`src/rtl/uart_pkg.sv`:
```
// uart_pkg: shared state encoding, default byte width and width helper
// for the UART TX arbiter and its selector.
package uart_pkg;
    typedef enum logic [1:0] {IDLE, LAUNCH, WAIT_BUSY, WAIT_DONE} state_t;
    localparam int DATA_W_DEF = 8;
    function automatic int clog2(input int v);
        int r = 1;
        while ((1 << r) < v) r++;
        return r;
    endfunction
endpackage

```
`src/rtl/uart_tx_arbiter_if.sv`:
```
// uart_tx_arbiter_if: requester handshake and transmitter-side signals.
// master drives requests and transmitter status; slave is the arbiter.
interface uart_tx_arbiter_if import uart_pkg::*; #(
    parameter int N_REQ  = 4,
    parameter int DATA_W = DATA_W_DEF
);
    logic [N_REQ-1:0]        req_valid;
    logic [N_REQ-1:0]        req_ready;
    logic [N_REQ*DATA_W-1:0] req_data;
    logic [DATA_W-1:0]       tx_byte;
    logic [clog2(N_REQ)-1:0] grant_id;
    logic                    tx_start;
    logic                    tx_busy;
    logic                    tx_done;
    logic                    timeout_err;
    logic                    active;
    modport master (
        output req_valid, req_data, tx_busy, tx_done,
        input  req_ready, tx_start, tx_byte, grant_id, timeout_err, active
    );
    modport slave (
        input  req_valid, req_data, tx_busy, tx_done,
        output req_ready, tx_start, tx_byte, grant_id, timeout_err, active
    );
endinterface

```
`src/rtl/uart_tx_arbiter_rr_select.sv`:
```
// rr_select: rotate-priority search returning the first set request at or
// after ptr, wrapping at N-1.
module rr_select import uart_pkg::*; #(
    parameter int N = 4,
    parameter int W = clog2(N)
) (
    input  logic [N-1:0] req,
    input  logic [W-1:0] ptr,
    output logic [W-1:0] sel,
    output logic         any_valid
);
    logic [W-1:0] idx;
    // scan farthest to nearest so the nearest hit is written last
    always_comb begin
        sel = '0;
        idx = '0;
        for (int i = N - 1; i >= 0; i--) begin
            idx = W'((int'(ptr) + i) % N);
            if (req[idx]) sel = idx;
        end
    end
    assign any_valid = |req;
endmodule

```
`src/rtl/uart_tx_arbiter.sv`:
```
// uart_tx_arbiter: shares one UART transmitter between N_REQ requesters with
// round-robin grants, burst lock and a completion watchdog.
module uart_tx_arbiter import uart_pkg::*; #(
    parameter int N_REQ     = 4,
    parameter int DATA_W    = DATA_W_DEF,
    parameter int MAX_BURST = 4,
    parameter int TIMEOUT   = 4095
) (
    input logic              clk_tx,
    input logic              reset_n,
    uart_tx_arbiter_if.slave bus
);
    localparam int IW = clog2(N_REQ);
    localparam int BW = clog2(MAX_BURST + 1);
    localparam int WW = clog2(TIMEOUT + 1);

    state_t        state;
    logic [IW-1:0] rr_ptr;
    logic [IW-1:0] sel;
    logic [IW-1:0] next_ptr;
    logic [BW-1:0] burst_cnt;
    logic [WW-1:0] wd_cnt;
    logic          any_valid;
    logic          waiting;
    logic          again;
    logic          expire;

    rr_select #(.N(N_REQ), .W(IW)) u_sel (
        .req(bus.req_valid), .ptr(rr_ptr), .sel(sel), .any_valid(any_valid)
    );

    assign waiting  = state == WAIT_BUSY || state == WAIT_DONE;
    assign again    = bus.req_valid[bus.grant_id] && burst_cnt < BW'(MAX_BURST);
    assign next_ptr = bus.grant_id == IW'(N_REQ - 1) ? '0 : bus.grant_id + IW'(1);
    // LAUNCH and the expiry edge itself supply the last two of the TIMEOUT cycles
    assign expire   = wd_cnt == WW'(TIMEOUT - 2);
    assign bus.req_ready = !reset_n ? '0 :
                           state == IDLE && any_valid ? N_REQ'(1) << sel :
                           waiting && bus.tx_done && again ? N_REQ'(1) << bus.grant_id : '0;

    always_ff @(posedge clk_tx or negedge reset_n)
        if (!reset_n) begin
            state           <= IDLE;
            rr_ptr          <= '0;
            burst_cnt       <= '0;
            wd_cnt          <= '0;
            bus.tx_start    <= 1'b0;
            bus.tx_byte     <= '0;
            bus.grant_id    <= '0;
            bus.timeout_err <= 1'b0;
            bus.active      <= 1'b0;
        end else begin
            bus.tx_start <= 1'b0;
            case (state)
                IDLE: if (any_valid) begin
                    bus.tx_byte  <= bus.req_data[sel*DATA_W +: DATA_W];
                    bus.grant_id <= sel;
                    bus.tx_start <= 1'b1;
                    bus.active   <= 1'b1;
                    burst_cnt    <= BW'(1);
                    state        <= LAUNCH;
                end
                LAUNCH: begin
                    wd_cnt <= '0;
                    state  <= WAIT_BUSY;
                end
                default: begin
                    wd_cnt <= wd_cnt + WW'(1);
                    if (bus.tx_done && again) begin
                        bus.tx_byte  <= bus.req_data[bus.grant_id*DATA_W +: DATA_W];
                        bus.tx_start <= 1'b1;
                        burst_cnt    <= burst_cnt + BW'(1);
                        state        <= LAUNCH;
                    end else if (bus.tx_done || expire) begin
                        if (!bus.tx_done) bus.timeout_err <= 1'b1;
                        rr_ptr     <= next_ptr;
                        bus.active <= 1'b0;
                        state      <= IDLE;
                    end else if (state == WAIT_BUSY && bus.tx_busy)
                        state <= WAIT_DONE;
                end
            endcase
        end
endmodule
```
`src/flat_wrapper.sv`:
```
// flat-port wrapper written by rule: the top's interface ports become plain ports
module uart_tx_arbiter_flat import uart_pkg::*;
#(
    parameter int N_REQ     = 4,
    parameter int DATA_W    = DATA_W_DEF,
    parameter int MAX_BURST = 4,
    parameter int TIMEOUT   = 4095
)
  (clk_tx, reset_n, bus_req_valid, bus_req_data, bus_tx_busy, bus_tx_done, bus_req_ready, bus_tx_start, bus_tx_byte, bus_grant_id, bus_timeout_err, bus_active);
  uart_tx_arbiter_if #(.N_REQ(N_REQ), .DATA_W(DATA_W)) bus_i ();
  input logic clk_tx;
  input logic reset_n;
  input wire logic [$bits(bus_i.req_valid)-1:0] bus_req_valid;
  input wire logic [$bits(bus_i.req_data)-1:0] bus_req_data;
  input wire logic [$bits(bus_i.tx_busy)-1:0] bus_tx_busy;
  input wire logic [$bits(bus_i.tx_done)-1:0] bus_tx_done;
  output wire logic [$bits(bus_i.req_ready)-1:0] bus_req_ready;
  output wire logic [$bits(bus_i.tx_start)-1:0] bus_tx_start;
  output wire logic [$bits(bus_i.tx_byte)-1:0] bus_tx_byte;
  output wire logic [$bits(bus_i.grant_id)-1:0] bus_grant_id;
  output wire logic [$bits(bus_i.timeout_err)-1:0] bus_timeout_err;
  output wire logic [$bits(bus_i.active)-1:0] bus_active;
  assign bus_i.req_valid = bus_req_valid;
  assign bus_i.req_data = bus_req_data;
  assign bus_i.tx_busy = bus_tx_busy;
  assign bus_i.tx_done = bus_tx_done;
  assign bus_req_ready = bus_i.req_ready;
  assign bus_tx_start = bus_i.tx_start;
  assign bus_tx_byte = bus_i.tx_byte;
  assign bus_grant_id = bus_i.grant_id;
  assign bus_timeout_err = bus_i.timeout_err;
  assign bus_active = bus_i.active;
  uart_tx_arbiter #(.N_REQ(N_REQ), .DATA_W(DATA_W), .MAX_BURST(MAX_BURST), .TIMEOUT(TIMEOUT)) u_core (.clk_tx(clk_tx), .reset_n(reset_n), .bus(bus_i));
endmodule
```
`config.mk`:
```
export PLATFORM = sky130hd
export DESIGN_NAME = uart_tx_arbiter_flat
export DESIGN_NICKNAME = d
export VERILOG_FILES = /design/src/rtl/uart_pkg.sv /design/src/rtl/uart_tx_arbiter_if.sv /design/src/rtl/uart_tx_arbiter_rr_select.sv /design/src/rtl/uart_tx_arbiter.sv /design/src/flat_wrapper.sv
export SDC_FILE = /design/constraint.sdc
export NUM_CORES = 1
export LEC_CHECK = 0
export CORE_UTILIZATION = 52
export CTS_BUF_LIST = sky130_fd_sc_hd__clkbuf_4 sky130_fd_sc_hd__clkbuf_8
export DETAILED_ROUTE_END_ITERATION = 16
export PLACE_DENSITY_LB_ADDON = 0.15
export REMOVE_ABC_BUFFERS = 1
export SKIP_LAST_GASP = 1
export SYNTH_ARGS = -nofsm -noshare
export SYNTH_HDL_FRONTEND = slang
export SYNTH_HIERARCHICAL = 1
export SYNTH_SLANG_ARGS = --single-unit
```
`constraint.sdc`:
```
create_clock -name clk_tx -period 3.76 [get_ports clk_tx]
set_input_delay 0.564 -clock clk_tx [delete_from_list [all_inputs] [get_ports clk_tx]]
set_output_delay 0.564 -clock clk_tx [all_outputs]
set_load 0.005 [all_outputs]
```
Word-level counts from Yosys, hierarchy flattened
Cells that the tools add are included.
Word-level totals
  logic and storage cells: 93
  input port bits: 40
  bits in registers: 32
Cells by class
  shift-type cells: 4
  add/subtract/negate cells: 6
  eq/ne operators: 7
  reductions and logical operators: 20
  muxes and demuxes: 37
  bitwise logic cells: 4
  order comparisons: 6
Operator list (count)
  $shiftx 32x6->8: 2
  $pmux 12 s2: 1
  $mux 2: 9
  $mux 8: 2
  $pmux 8 s2: 1
  $lt 2x3->1 const B: 5
  $add 12x1->12 const B: 1
  $eq 12x12->1 const B: 1
  $mux 4: 3
  $bmux 1 s2: 5
  $mux 1: 10
  $reduce_and 4->1: 2
  $shl 1x2->4 const A: 2
  $eq 2x2->1 const B: 3
  $logic_and 1x1->1: 6
  $mux 3: 2
  $pmux 3 s2: 1
  $reduce_and 3->1: 2
  $reduce_bool 5->1: 1
  $add 2x1->2 const B: 2
  $add 2x2->2 const B: 2
  $ne 2x1->1 const B: 2
  $not 1->1: 4
  $pmux 1 s2: 2
  10 further kinds: 13

Depth between registers and ports, before layout
  depth after elaboration: 10
  depth in mapped cells: 7
  gate-level depth less buffers: 7

By module
The synthesis kept the hierarchy.
By module, submodules not included
  uart_tx_arbiter: area an instance 1823.0 um2, sequential area each 800.8 um2, cells each 150, instances 1
  rr_select: area an instance 77.6 um2, sequential area each 0.0 um2, cells each 13, instances 1

Worst setup path before layout
No wires, ideal clock.
  path type: input to register
  start point: input bus_req_valid[2]
  end point: register u_core.bus.tx_byte[2]
  data arrival time: 2.120 ns
  setup time: 0.125 ns
  cell stages on the path: 6
  slack: 1.515 ns
  path through: nand2b_1 > a21oi_1 > a211oi_2 > mux2i_2 > mux4_1 > mux2_2
Between the ends
  longest elaborated chain between the ends: 9
RTL lines
  from (decl): line flat_wrapper.sv:13  | input wire logic [$bits(bus_i.req_valid)-1:0] bus_req_valid;
  $bmux 1 s2: line uart_tx_arbiter_rr_select.sv:19  | if (req[idx]) sel = idx;
  $mux 1 (not written as such): line uart_tx_arbiter_rr_select.sv:19
  $mux 2 (3 in a row): line uart_tx_arbiter_rr_select.sv:19
  $mux 2 (*): line uart_tx_arbiter_rr_select.sv:19
  named net u_core.sel[0]: line uart_tx_arbiter.sv:19  | logic [IW-1:0] sel;
  $shiftx 32x6->8 (*): line uart_tx_arbiter.sv:56  | bus.tx_byte <= bus.req_data[sel*DATA_W +: DATA_W];
  $mux 8 (*): line uart_tx_arbiter.sv:55  | IDLE: if (any_valid) begin
  $pmux 8 s2 (*): line uart_tx_arbiter.sv:54  | case (state)
  to (signal assigned): line uart_tx_arbiter.sv:56
  to (signal assigned): line uart_tx_arbiter.sv:70  | bus.tx_byte <= bus.req_data[bus.grant_id*DATA_W +: DATA_W];
  to (decl): line uart_tx_arbiter_if.sv:23  | output req_ready, tx_start, tx_byte, grant_id, timeout_err, active
Mark *: on every way through the listed nets, which the timed path passes. The rest lies on a longest branch. The select of a mux whose other input is x is not followed.
A chain may end at the register's enable or synchronous reset.

Worst setup path after layout
  start point: input bus_req_valid[1]
  end point: output bus_req_ready[0]
RTL lines
  $reduce_or 4->1: line uart_tx_arbiter_rr_select.sv:22  | assign any_valid = |req;
  named net u_core.any_valid: line uart_tx_arbiter.sv:23  | logic any_valid;
  $logic_and 1x1->1: line uart_tx_arbiter.sv:38  | state == IDLE && any_valid ? N_REQ'(1) << sel :
  $mux 4: line uart_tx_arbiter.sv:38
  $mux 4: line uart_tx_arbiter.sv:37  | assign bus.req_ready = !reset_n ? '0 :
  to (decl): line flat_wrapper.sv:17  | output wire logic [$bits(bus_i.req_ready)-1:0] bus_req_ready;
The timed path passes the listed nets, and every way through them passes these cells. The select of a mux whose other input is x is not followed.

==> results.cfg <==
[synthesis]
synth_top_family_by_area = multiplexers
syn-mean-instance-area_um2 = 11.7
synth_compound_area_share_pct = 10.1
synth_edf_count = 0
syn_inst = 163
synth_area_leaders = dfrtp_1, mux4_1, mux2_2
synth_xor_area_share_pct = 0.461
synth.most_common_cell = dfrtp_1
syn_area_mm2 = 0.00190
yosysUniqueCellTypes = 40
synth_area_leader_cell = dfrtp_1
synth_seq_cells = 32
synthAdderAreaFrac_pct = 4.61
synth_top_area_share_pct = 42.1
ys.flop_type = dfrtp_1
ys_async_sr_fraction_pct = 100
muxShareOfSynthArea_pct = 23.1
ys_warn_count = 6
synthSimpleGateAreaFrac_pct = 14.9
synth_common_cells = dfrtp_1, nand2_1, inv_1, mux2_2, nor2_1
ys_seq_area_share_pct = 42.1

[grt]
grt_max_degree = 29
grt_antenna_before_repair = 0
grt_usage_pct = 24.1
gr-total-overflow = 0
grt_pass1_wl_um = 7180
grt_pass1_vias = 1620

[clock_tree]
cts_tree = done
ctsHtreeMaxLevel = 2
clk_pin_slew_ns = 0.11
cts_inserted_buffers = 5
cts.sinks = 32
post-cts-setup-buffer-count = 0
ctsResizeCount = 0
hold_buffers = 0
cts_buffer_depth = 2
clk_latency_ns = 0.36
root_buffer = clkbuf_4

[setup_path]
critPathLaunch = bus_req_valid[1]
end_kind = output port
reg2reg_to = u_core/bus.tx_byte[4]$_DFFE_PN0P_
reg2reg_from = u_core/rr_ptr[1]$_DFFE_PN0P_
worst-endpoint-arrival_ns = 2.80
start_kind = primary input
path_class = primary input to output port
endpoint = bus_req_ready[0]
worstPathRequired_ns = 3.20
r2r_slack_ns = 1.24
critPathMaxFanout = 7
r2r_cells = 7

[sta]
period_minus_slack_ns = 3.36
clock_skew_ns = 0.0125
tightest_slew_ns = 0.701
post-route-period-util_pct = 89.5
finalHoldViolCount = 0
report.final.slew_viol_count = 0
tns_ns = 0
clock.fmax_ghz = 0.297
rsz0062_at_grt = false
setup_viol = 0
timing.slew.headroom_pct = 51.9

[floorplan]
initial_utilization_pct = 55.6
die_w_um = 62.5
dieArea_mm2 = 0.00390
rows = 21
core_area_mm2 = 0.00342
io_pins = 57
fp.dieH_um = 62.5

[drt]
drc_errors = 0
drtIter0Drc = 108
wl_per_cell_um = 15.6
vias = 1565
first_pass_iters = 4
finalWirelength_um = 4190
postRouteAntennaNets = 0
viasPerCell = 5.82

[power_and_ir_drop]
pwr_density_cell_mw_per_mm2 = 661
p_leak_nw = 1.08
ir_drop_mv = 0.432

[placed_design]
place_congestion = 0.813
io_buffers = 56
place.detailed.hpwl_um = 3210

[finish]
utilization_pct = 74.8
diodes = 0
syn_to_final_growth_pct = 34.4
drive_gt1_share_pct = 13.0
nFillCells = 244
fin_nets = 269

[outcome]
status = completed

[hold_path]
hold_path_class = primary input to async pin

[flow_run]
maxCapViolations = 0
## where the power goes
part | leakage, nW | total (mW) | switching, mW | internal (mW)
Combinational | 0.634 | 0.828 | 0.350 | 0.478
Clock | 0.0412 | 0.269 | 0.131 | 0.138
Sequential | 0.405 | 0.592 | 0.128 | 0.464
Total | 1.08 | 1.69 | 0.609 | 1.08
## metal layers
layer	wire [µm]	up-vias	track usage, %
li1	-	727	-
met2	2200	61	41.7
met1	1560	762	26.1
met5	0	-	0
met3	288	15	6.93
met4	135	0	14.2
## final cells by class
class                           instances  area, µm²  share of cell area [%]
Timing Repair Buffer                   57        568                    22.2
Multi-Input combinational cell        116       1010                    39.6
Clock inverter                          3       42.5                    1.67
Inverter                               10       37.5                    1.47
Sequential cell                        32        801                    31.3
Tap cell                               46       57.6                    2.25
Clock buffer                            5       37.5                    1.47
## logic make-up after synthesis
logic type / after synthesis
multiplexers: 28
AO/OA/AOI/OAI: 28
AND/OR/NAND/NOR: 52
buffers and inverters: 15
flip-flops: 32
XOR/XNOR: 1
adder cells (fa/ha/maj): 7
## worst min-delay path by stage
stage | start | to | slack (ns) | cells past startpoint
final | reset_n | u_core/bus.tx_byte[2]$_DFFE_PN0P_ | 0.47 | 1
after global routing | reset_n | u_core/bus.tx_byte[2]$_DFFE_PN0P_ | 0.47 | 1
after CTS | reset_n | u_core/rr_ptr[1]$_DFFE_PN0P_ | 0.47 | 1
after detailed placement | u_core/bus.timeout_err$_DFFE_PN0P_ | u_core/bus.timeout_err$_DFFE_PN0P_ | 0.46 | 1
after global placement | u_core/bus.timeout_err$_DFFE_PN0P_ | u_core/bus.timeout_err$_DFFE_PN0P_ | 0.45 | 1
after floorplan | reset_n | u_core/burst_cnt[0]$_DFFE_PN0P_ | 0.27 | 0
## per-stage QoR
stage / power, mW / instances / cell area (µm²) / worst slack (ns) / hold slack [ns]
final: 1.69 / 269 / 2550 / 0.397 / 0.470
after CTS: 1.70 / 269 / 2550 / 0.430 / 0.465
after global routing: 1.80 / 269 / 2550 / 0.349 / 0.474
after floorplan: 1.09 / 158 / 1850 / 1.52 / 0.268
after global placement: 1.39 / 261 / 2470 / 0.526 / 0.454
after detailed placement: 1.43 / 261 / 2470 / 0.451 / 0.462
## cells in the final DEF (no fill, tap or decap), types with 2 or more instances in the layout
cell	netlist	final
a21oi_1	6	6
a32oi_1	3	3
clkbuf_4	0	5
clkdlybuf4s50_1	0	56
dfrtp_1	32	32
ha_1	7	7
inv_1	10	10
mux2_2	10	10
mux2i_1	8	8
mux4_1	8	8
nand2_1	16	16
nand2b_1	2	2
nand3_1	3	3
nand4_1	6	6
nor2_1	9	9
nor2b_1	3	3
nor3_1	3	3
nor3b_1	2	2
o211ai_1	3	3
o21ai_0	7	7
o31ai_1	3	3
## registers in the layout, summed over array words and instances (netlist names)
register,cells
u_core/bus.timeout_err,1
u_core/bus.tx_start,1
u_core/bus.tx_byte,8
u_core/bus.grant_id,2
u_core/burst_cnt,3
u_core/rr_ptr,2
u_core/wd_cnt,12
u_core/bus.active,1
u_core/state,2
## critical path: stages
cell and delay [ns]:
clkdlybuf4s50_1 0.54, nor2_1 0.10, nand2_1 0.09, or3b_2 0.53
nor3_1 0.20, a21oi_1 0.06, nor3b_1 0.18, clkdlybuf4s50_1 0.53
Note: power is estimated with default switching activity, not from simulation.
